==> config.mk <==
export PLATFORM = sky130hd
export DESIGN_NAME = mac_vector_engine
export DESIGN_NICKNAME = d
export VERILOG_FILES = /design/src/rtl/mac_vector_engine.sv
export SDC_FILE = /design/constraint.sdc
export NUM_CORES = 1
export LEC_CHECK = 0
export ABC_AREA = 1
export CAP_MARGIN = 20
export CORE_ASPECT_RATIO = 1.5
export CORE_MARGIN = 4
export CORE_UTILIZATION = 55
export DETAILED_ROUTE_END_ITERATION = 10
export GPL_ROUTABILITY_DRIVEN = 1
export MAX_ROUTING_LAYER = met4
export PLACE_DENSITY = 0.87
export SLEW_MARGIN = 10
export SYNTH_ARGS = -nofsm -noshare
export SYNTH_HDL_FRONTEND = slang
export SYNTH_SLANG_ARGS = --single-unit
export TNS_END_PERCENT = 10
==> constraint.sdc <==
create_clock -name clk -period 2.8 [get_ports clk]
set_input_delay 0.7 -clock clk [delete_from_list [all_inputs] [get_ports clk]]
set_output_delay 0.7 -clock clk [all_outputs]
set_load 0.005 [all_outputs]
==> src/rtl/mac_vector_engine.sv <==
`default_nettype none
// ============================================================================
// Module   : mac_vector_engine
// Brief    : Streamed dot-product engine, y = sat(bias + sum(a[i]*b[i])).
// Revision : 1.0
// ============================================================================
module mac_vector_engine #(
    parameter int DATA_W = 8,
    parameter int OUT_W  = 16,
    parameter int LEN_W  = 8,
    parameter int ACC_W  = 32,
    parameter int SIGNED = 1
) (
    input  logic              clk,
    input  logic              reset_n,
    input  logic              start,
    input  logic [LEN_W-1:0]  len,
    input  logic [OUT_W-1:0]  bias,
    input  logic              in_valid,
    output logic              in_ready,
    input  logic [DATA_W-1:0] a,
    input  logic [DATA_W-1:0] b,
    output logic              out_valid,
    input  logic              out_ready,
    output logic [OUT_W-1:0]  y,
    output logic              sat,
    output logic              busy
);

    localparam int               c_P_W     = 2 * DATA_W;
    localparam logic [LEN_W-1:0] c_LEN_ONE = LEN_W'(1);

    localparam logic [1:0] c_IDLE  = 2'd0;
    localparam logic [1:0] c_ACCUM = 2'd1;
    localparam logic [1:0] c_DRAIN = 2'd2;
    localparam logic [1:0] c_DONE  = 2'd3;

    logic [1:0]        r_state;
    logic [1:0]        w_state_next;
    logic [LEN_W-1:0]  r_len;
    logic [LEN_W-1:0]  r_cnt;
    logic [ACC_W-1:0]  r_acc;
    logic [ACC_W-1:0]  w_acc_next;
    logic [ACC_W-1:0]  w_bias_ext;
    logic [ACC_W-1:0]  w_p_ext;
    logic [c_P_W-1:0]  r_p;
    logic [c_P_W-1:0]  w_prod;
    logic [c_P_W-1:0]  w_a_ext;
    logic [c_P_W-1:0]  w_b_ext;
    logic              r_pv;
    logic              w_beat;
    logic              w_last;
    logic              r_out_valid;
    logic              r_sat;
    logic              w_sat_flag;
    logic [OUT_W-1:0]  r_y;
    logic [OUT_W-1:0]  w_sat_y;
    logic              w_in_ready;
    logic              w_busy;

    // Operands are widened to the product width first so the low 2*DATA_W
    // bits of a plain multiply are correct for either signedness.
    generate
        if (SIGNED != 0) begin : g_signed
            logic [ACC_W-OUT_W:0] w_upper;

            assign w_a_ext    = {{DATA_W{a[DATA_W-1]}}, a};
            assign w_b_ext    = {{DATA_W{b[DATA_W-1]}}, b};
            assign w_bias_ext = {{(ACC_W-OUT_W){bias[OUT_W-1]}}, bias};
            assign w_p_ext    = {{(ACC_W-c_P_W){r_p[c_P_W-1]}}, r_p};
            assign w_upper    = w_acc_next[ACC_W-1:OUT_W-1];

            always_comb begin
                w_sat_flag = ~((&w_upper) | (~|w_upper));
                w_sat_y    = w_acc_next[OUT_W-1:0];
                if (w_sat_flag) begin
                    if (w_acc_next[ACC_W-1]) begin
                        w_sat_y = {1'b1, {(OUT_W-1){1'b0}}};
                    end else begin
                        w_sat_y = {1'b0, {(OUT_W-1){1'b1}}};
                    end
                end
            end
        end else begin : g_unsigned
            assign w_a_ext    = {{DATA_W{1'b0}}, a};
            assign w_b_ext    = {{DATA_W{1'b0}}, b};
            assign w_bias_ext = {{(ACC_W-OUT_W){1'b0}}, bias};
            assign w_p_ext    = {{(ACC_W-c_P_W){1'b0}}, r_p};

            always_comb begin
                w_sat_flag = |w_acc_next[ACC_W-1:OUT_W];
                w_sat_y    = w_sat_flag ? {OUT_W{1'b1}} : w_acc_next[OUT_W-1:0];
            end
        end
    endgenerate

    assign w_prod     = w_a_ext * w_b_ext;
    assign w_acc_next = r_acc + (r_pv ? w_p_ext : {ACC_W{1'b0}});
    assign w_beat     = in_valid & w_in_ready;
    assign w_last     = (r_cnt == (r_len - c_LEN_ONE));

    // State register
    always_ff @(posedge clk or negedge reset_n) begin
        if (!reset_n) begin
            r_state <= c_IDLE;
        end else begin
            r_state <= w_state_next;
        end
    end

    // Next-state logic
    always_comb begin
        w_state_next = r_state;
        unique case (r_state)
            c_IDLE: begin
                if (start) begin
                    w_state_next = (len == '0) ? c_DRAIN : c_ACCUM;
                end
            end
            c_ACCUM: begin
                if (w_beat && w_last) begin
                    w_state_next = c_DRAIN;
                end
            end
            c_DRAIN: begin
                w_state_next = c_DONE;
            end
            c_DONE: begin
                if (out_ready) begin
                    w_state_next = c_IDLE;
                end
            end
            default: begin
                w_state_next = c_IDLE;
            end
        endcase
    end

    // Decoded state outputs
    always_comb begin
        w_in_ready = (r_state == c_ACCUM);
        w_busy     = (r_state != c_IDLE);
    end

    // Datapath: product pipeline, accumulator and held result
    always_ff @(posedge clk or negedge reset_n) begin
        if (!reset_n) begin
            r_len       <= '0;
            r_cnt       <= '0;
            r_acc       <= '0;
            r_p         <= '0;
            r_pv        <= 1'b0;
            r_y         <= '0;
            r_sat       <= 1'b0;
            r_out_valid <= 1'b0;
        end else begin
            unique case (r_state)
                c_IDLE: begin
                    if (start) begin
                        r_len <= len;
                        r_acc <= w_bias_ext;
                        r_cnt <= '0;
                        r_pv  <= 1'b0;
                    end
                end
                c_ACCUM: begin
                    r_acc <= w_acc_next;
                    r_pv  <= w_beat;
                    if (w_beat) begin
                        r_p   <= w_prod;
                        r_cnt <= r_cnt + c_LEN_ONE;
                    end
                end
                c_DRAIN: begin
                    r_acc       <= w_acc_next;
                    r_pv        <= 1'b0;
                    r_y         <= w_sat_y;
                    r_sat       <= w_sat_flag;
                    r_out_valid <= 1'b1;
                end
                c_DONE: begin
                    if (out_ready) begin
                        r_out_valid <= 1'b0;
                    end
                end
                default: begin
                    r_pv <= 1'b0;
                end
            endcase
        end
    end

    assign in_ready  = w_in_ready;
    assign busy      = w_busy;
    assign out_valid = r_out_valid;
    assign y         = r_y;
    assign sat       = r_sat;

endmodule
`default_nettype wire

==> metrics.md, run 1 <==
| Metric | Value |
|---|---|
| Fill cells | 1204 |
| Largest net degree at the start of global routing | 51 |
| Hold Slack | 302 ps |
| Switch Pwr | 0.00737 W |
| Most used cell along the critical path | fa_1 |
| CTS max path bufs | 2 |
| R2R depth | 18 |
| Clk_lat worst skew | 360 ps |
| Cts bufs inserted | 9 |
| Core box area | 0.0164 mm² |
| Grt total ovfl | 0 |
| Worst-path clk slew | 80 ps |
| Fin nets | 1744 |
| Final Skew | 14.7 ps |
| Routed wire length | 29.7 mm |
| Violated checks | negative setup slack |
| Initial antenna violation count | 0 |
| Slew Limit Fails | 0 |
| Die Area | 0.0190 mm² |
| Routed Antenna Nets | 0 |
| Cell Area, Synth | 0.00927 mm² |
| Root Driver | clkbuf_16 |
| Synth Flop Type | dfrtp_1 |
| PortBufs | 64 |
| Syn nets | 1550 |
| Internal power | 0.00720 W |
| Antenna fix cells | 0 |
| Final setup fails | 28 |
| Sequential share of power | 15.6% |
| YS warnings | 0 |
| Tot GR Track Use | 31.2% |
| Worst hold path class | in2async |
| Minimum clock period | 4370 ps |
| Fin worst setup slack | -1570 ps |
| CP Launch Point | a[0] |
| Ports | 65 |
| Fraction of layout cells with a size suffix above 1 | 20.7% |
| Reg-to-reg slack, setup | -370 ps |
| Crit path kind | in2reg |
| Vias/cell | 5.45 |
| Row count | 57 |
| Asr flop ratio synth | 100% |
| CTS tree | done |
| Synth cell types | 42 |
| Worst EP required | 3060 ps |
| Slowest cell on the critical path | fa_1 |
| Sink Count | 85 |
| Hold violation total from the final report | 0 |
| Layout area overhead | 28.8% |
| Fin crit share | 156% |
| Slowest cell delay on critical path | 540 ps |
| Peak Freq | 229 MHz |
| CP startpoint kind | primary input |
| Worst Setup EP | r_p[14] |
| Synthesized flop and latch total | 85 |
| Crit. End Element | flop |
| Htree depth | 3 |
| Slew @ Worst Pin | 575 ps |
| Stages on worst setup path | 20 |
| Net Sw Frac | 50.6% |
| Fin area | 0.0119 mm² |
| DP HPWL | 22.2 mm |
| Setup TNS | -18530 ps |
| Buf/Inv on CP | 4 |
| Die Height | 167 µm |
| Comb pwr share | 75.7% |
| Die Wd | 114 µm |
| Routability cong. | 0.999 |
| Relative slew slack | 61.5% |
| Sequential area share after synthesis | 22.9% |
| Routed len/inst | 16.6 µm |
| RR Endpoint | y[1] |
| Initial DRC Count | 743 |
| CP Max Fanout | 4 |
| PwrDens | 1220 mW/mm² |
| FF-to-FF Start | r_pv |
| Placed Area | 0.0113 mm² |
| Finished Core Util | 72.8% |
| Design Power | 0.0146 W |
| Number of synthesized flops with an enable pin | 0 |
| Global-route wire length before repair | 46.1 mm |
| MaxCap Viol Count | 0 |
| Status | finished with violations |
| WP data arrival | 4640 ps |
| CP top delay family | adder cells |
| P_leak | 6.75 nW |
| Synthesized area per cell | 6.71 µm² |
| Worst-path cell chain | buf_8, or2_4, fa_1, fa_1, inv_2, fa_1, inv_2, fa_1, inv_2, ha_4, nand3_2, nand3_2, nand2_2, nand2_2, a21oi_4, o21ai_2, a21oi_1, o21ai_1, xnor2_1, o21ai_1 |
| Vias in the first global route | 9997 |
| Syn Inst Count | 1382 |
| Starting Density | 56.5% |
| Vias | 9739 |
| VDD IR max | 0.000704 V |
| Residual DRC | 0 |
| RSZ-0062 raised after global routing | yes |
| Initial DRT Pass Iterations | 5 |
| Clock share of power | 8.6% |
[flip-flops by register name (all words and copies together), names as in the netlist]
name,cells
out_valid,1
r_acc,32
r_cnt,8
r_len,8
r_p,16
r_pv,1
r_state,2
sat,1
y,16
[metrics by stage]
step | worst slack (ps) | std cells
5_1_grt | -1670 | 1787
2_1_floorplan | -1610 | 1382
6_report | -1570 | 1787
3_5_place_dp | -2330 | 1762
4_1_cts | -1410 | 1785
3_3_place_gp | -2210 | 1762
[final cells by class]
| cell class | instances | area [µm²] | share of cell area (%) |
|---|---|---|---|
| multi-input combinational | 971 | 6320 | 52.9 |
| clock buffer | 9 | 225 | 1.89 |
| tap | 206 | 258 | 2.16 |
| timing repair buffer | 219 | 1840 | 15.4 |
| clock inverter | 7 | 80.1 | 0.671 |
| inverter | 290 | 1090 | 9.14 |
| sequential | 85 | 2130 | 17.8 |
[cell usage in the layout, fill, tap and decap left out, types with 17 or more instances in the layout]
master,count
nand2_2,19
fa_1,52
inv_1,260
nand3_1,57
nand3_2,28
buf_4,155
inv_2,26
dfrtp_1,85
o21ai_0,34
xor2_1,17
nor2_1,92
ha_1,51
clkdlybuf4s50_1,47
a21oi_1,55
nand2_1,439
xnor2_1,19
[logic make-up (layout without fill, tap and decap cells)]
| group | count (synthesis) | after routing | synth area share [%] |
|---|---|---|---|
| xor+xnor | 37 | 37 | 3.50 |
| flops | 85 | 85 | 22.9 |
| buf+inv | 326 | 525 | 13.5 |
| fa+ha+maj | 123 | 123 | 21.1 |
| compound gates | 120 | 120 | 6.83 |
| simple gates | 691 | 691 | 32.1 |
[power by group through the flow]
stage          combinational (W)  sequential (W)  clock (W)
2_1_floorplan            0.00604         0.00212          0
5_1_grt                   0.0120         0.00232    0.00129
3_3_place_gp             0.00937         0.00223          0
3_5_place_dp             0.00975         0.00225          0
4_1_cts                   0.0101         0.00223    0.00124
6_report                  0.0110         0.00228    0.00126
[worst min-delay path by stage]
stage                end  cells after the start
3_3_place_gp      r_p[4]                      2
2_1_floorplan  out_valid                      0
4_1_cts        r_acc[20]                      1
3_5_place_dp      r_p[2]                      2
6_report       r_acc[22]                      1
5_1_grt        r_acc[22]                      1
[repair_timing]
action	in CTS	in global routing
resized for setup	116	56
hold buffers	0	0
setup endpoints to repair	30	35
buffers inserted	7	3
pin swaps	41	43
[synth_stat cells (3+ instances only)]
cell type  number  area [µm²]
nand2_1       456        1710
inv_1         278        1040
nor2_1        100         375
dfrtp_1        85        2130
ha_1           67         838
a21oi_1        65         325
nand3_1        63         315
fa_1           56        1120
o21ai_0        43         215
clkbuf_1       32         120
nand3_2        22         220
xnor2_1        19         166
xor2_1         18         158
nand4_1        10        62.6
inv_2           9        33.8
nor2_2          6        37.5
nand2_2         5        31.3
nor3_1          5        25.0
nand3b_1        4        30.0
nor4_1          4        25.0
or2_2           4        25.0
and2_1          3        18.8
clkinv_1        3        11.3
nor2_4          3        33.8
[routing by layer]
layer	track usage, %	vias up	share of wire (%)	wire [µm]
li1	-	4578	-	-
met1	29.0	4599	32	9610
met2	57.4	377	54	16100
met3	2.36	185	3.6	1060
met4	23.8	0	10	2980
met5	-	-	0	0
(Power assumes the default switching activity.)
==> inputs of run 2 (changes only) <==
--- a/config.mk
+++ b/config.mk
@@ -9,11 +9,11 @@
 export CAP_MARGIN = 20
 export CORE_ASPECT_RATIO = 1.5
 export CORE_MARGIN = 4
-export CORE_UTILIZATION = 55
+export CORE_UTILIZATION = 29
 export DETAILED_ROUTE_END_ITERATION = 10
 export GPL_ROUTABILITY_DRIVEN = 1
 export MAX_ROUTING_LAYER = met4
-export PLACE_DENSITY = 0.87
+export PLACE_DENSITY = 0.56
 export SLEW_MARGIN = 10
 export SYNTH_ARGS = -nofsm -noshare
 export SYNTH_HDL_FRONTEND = slang
==> run 2 against run 1 <==
Effect of this change:
- the run still ends with negative setup slack left
- register-to-register slack improved by 140 ps
- flip-flop and latch count unchanged
- hold slack improved by 21 ps
- combinational power decreased by 5%
- critical path type unchanged
- critical endpoint unchanged
- largest cell class unchanged
- largest power group unchanged
==> metrics.md, run 2 (same netlist as run 1, synthesis figures left out) <==
| Metric | Value |
|---|---|
| Vias in the first global route | 9176 (was 9997) |
| Row count | 79 (was 57) |
| Fraction of layout cells with a size suffix above 1 | 21.1% (was 20.7%) |
| Die Height | 227 µm (was 167 µm) |
| Die Area | 0.0349 mm² (was 0.0190 mm²) |
| Hold Slack | 322 ps (was 302 ps) |
| Fin nets | 1760 (was 1744) |
| Vias | 9001 (was 9739) |
| Minimum clock period | 4200 ps (was 4370 ps) |
| Ports | 65 (unchanged) |
| Vias/cell | 4.50 (was 5.45) |
| Root Driver | clkbuf_16 (unchanged) |
| CTS tree | done (unchanged) |
| CP Max Fanout | 3 (was 4) |
| MaxCap Viol Count | 0 (unchanged) |
| Grt total ovfl | 0 (unchanged) |
| Setup TNS | -15220 ps (was -18530 ps) |
| PwrDens | 1130 mW/mm² (was 1220 mW/mm²) |
| Worst EP required | 3040 ps (was 3060 ps) |
| Routed Antenna Nets | 0 (unchanged) |
| Global-route wire length before repair | 44.9 mm (was 46.1 mm) |
| GR peak layer | met2 (unchanged) |
| Relative slew slack | 62.1% (was 61.5%) |
| Residual DRC | 0 (unchanged) |
| Final Skew | 10.4 ps (was 14.7 ps) |
| Cts bufs inserted | 9 (unchanged) |
| WP data arrival | 4440 ps (was 4640 ps) |
| CP startpoint kind | primary input (unchanged) |
| Hold buffer count at CTS | 0 (unchanged) |
| Final setup fails | 27 (was 28) |
| Htree depth | 3 (unchanged) |
| Met2 Usage GRT | 33.0% (was 57.4%) |
| Fin worst setup slack | -1400 ps (was -1570 ps) |
| Worst hold path class | in2async (unchanged) |
| Starting Density | 29.6% (was 56.5%) |
| Crit path kind | in2reg (unchanged) |
| PortBufs | 64 (unchanged) |
| Sink Count | 85 (unchanged) |
| Initial antenna violation count | 0 (unchanged) |
| Layout area overhead | 32.1% (was 28.8%) |
| Status | finished with violations (unchanged) |
| Hold violation total from the final report | 0 (unchanged) |
| Met3 Usage GRT | 1.12% (was 2.36%) |
| Met1 Track Usage GR | 16.4% (was 29.0%) |
| Peak Freq | 238 MHz (was 229 MHz) |
| Core box area | 0.0313 mm² (was 0.0164 mm²) |
| Slew @ Worst Pin | 568 ps (was 575 ps) |
| Violated checks | negative setup slack (unchanged) |
| Clk_lat worst skew | 360 ps (about the same) |
| CTS max path bufs | 2 (unchanged) |
| Worst-path clk slew | 80 ps (about the same) |
| Largest net degree at the start of global routing | 50 (was 51) |
| Tot GR Track Use | 16.5% (was 31.2%) |
| Finished Core Util | 39.1% (was 72.8%) |
| Routed wire length | 27.9 mm (was 29.7 mm) |
| DP HPWL | 23.0 mm (was 22.2 mm) |
| Initial DRC Count | 368 (was 743) |
| Antenna fix cells | 0 (unchanged) |
| Die Wd | 154 µm (was 114 µm) |
| P_leak | 6.83 nW (was 6.75 nW) |
| Largest register FFs | 32 (unchanged) |
| Crit. End Element | flop (unchanged) |
| Routed len/inst | 13.9 µm (was 16.6 µm) |
| Fin crit share | 150% (was 156%) |
| Initial DRT Pass Iterations | 5 (unchanged) |
| Reg with most FFs | r_acc (unchanged) |
| Slew Limit Fails | 0 (unchanged) |
| Routability cong. | 0.929 (was 0.999) |
| Most common cell after layout, fill and taps aside | nand2_1 (unchanged) |
| VDD IR max | 0.000599 V (was 0.000704 V) |
| RSZ-0062 raised after global routing | yes (unchanged) |
| Pre-CTS WS | -2350 ps (was -2330 ps) |
| Most frequent cells in the layout | 442 x nand2_1, 258 x inv_1, 166 x buf_4 (was 439 x nand2_1, 260 x inv_1, 155 x buf_4) |
==> run 2: changes by cell type in the layout (fill, tap and decap cells not counted), sizes merged <==
cell,previous run,this run
buf,171,187
clkinv,7,5
inv,289,291
==> run 2: stage by stage <==
| step | power, W | instances | area, µm² |
|---|---|---|---|
| 6_report | 0.0139 | 2002 | 12200 |
| 3_3_place_gp | 0.0119 | 1973 | 11600 |
| 5_1_grt | 0.0152 | 2002 | 12200 |
| 4_1_cts | 0.0137 | 2002 | 12100 |
| 2_1_floorplan | 0.00816 | 1382 | 9540 |
| 3_5_place_dp | 0.0121 | 1973 | 11600 |
==> run 2: cell type report <==
cell class              instances  area, µm²
well taps                     405        507
repair buffers                235       1960
clock buffers                   9        225
fillers                      3306      19100
clock inverters                 7       75.1
multi-input cells             971       6260
flip-flops and latches         85       2130
inverters                     290       1090
==> run 2: path summary, 6_finish.rpt <==
check | from | slack, ps | endpoint | cells after the start
worst max-delay path | b[7] | -1400 | r_p[14] | 21
worst min-delay path | reset_n | 320 | r_acc[20] | 1
worst max register to register | r_pv | -230 | y[2] | 19
worst min register to register | r_p[10] | 480 | r_p[10] | 2
max in group asynchronous | reset_n | 1770 | r_acc[10] | 2
min in group clk | r_p[10] | 480 | r_p[10] | 2
==> run 2: routing by layer <==
| metal | vias up | share of wire [%] | wire (µm) |
|---|---|---|---|
| li1 | 4610 | - | - |
| met1 | 4223 | 37 | 10200 |
| met2 | 119 | 57 | 15900 |
| met3 | 49 | 2.4 | 681 |
| met4 | 0 | 3.8 | 1070 |
| met5 | - | 0 | 0 |
==> run 2: worst max-delay path, cell delays in order <==
cell and delay, ps:
buf_8 100, buf_6 100, fa_1 540, inv_2 40
fa_1 520, inv_2 50, fa_1 530, inv_1 50
fa_1 490, inv_2 40, ha_4 230, nand2_4 70
nand3_4 90, nand2_4 100, nand2_4 60, a21oi_4 170
o21ai_2 100, a21oi_2 160, o21ai_2 80, xnor2_1 160
o21ai_1 70
==> run 2: repair_timing <==
action	in CTS	in global routing
resized for setup	111	59
endpoints found under the setup margin	29	32
buffers inserted	13	7
gates cloned	0	0
pin swaps	27	46
==> run 2: power breakdown <==
| part | switching (W) | internal (W) | total, W |
|---|---|---|---|
| Sequential | 0.000416 | 0.00182 | 0.00224 |
| Combinational | 0.00575 | 0.00464 | 0.0104 |
| Clock | 0.000618 | 0.000634 | 0.00125 |
==> inputs of run 3 (changes only) <==
--- a/config.mk
+++ b/config.mk
@@ -10,6 +10,7 @@
 export CORE_ASPECT_RATIO = 1.5
 export CORE_MARGIN = 4
 export CORE_UTILIZATION = 29
+export CTS_CLUSTER_SIZE = 25
 export DETAILED_ROUTE_END_ITERATION = 10
 export GPL_ROUTABILITY_DRIVEN = 1
 export MAX_ROUTING_LAYER = met4
==> results of run 3 <==
Final layout, timing and power as in run 2 (identical DEF).
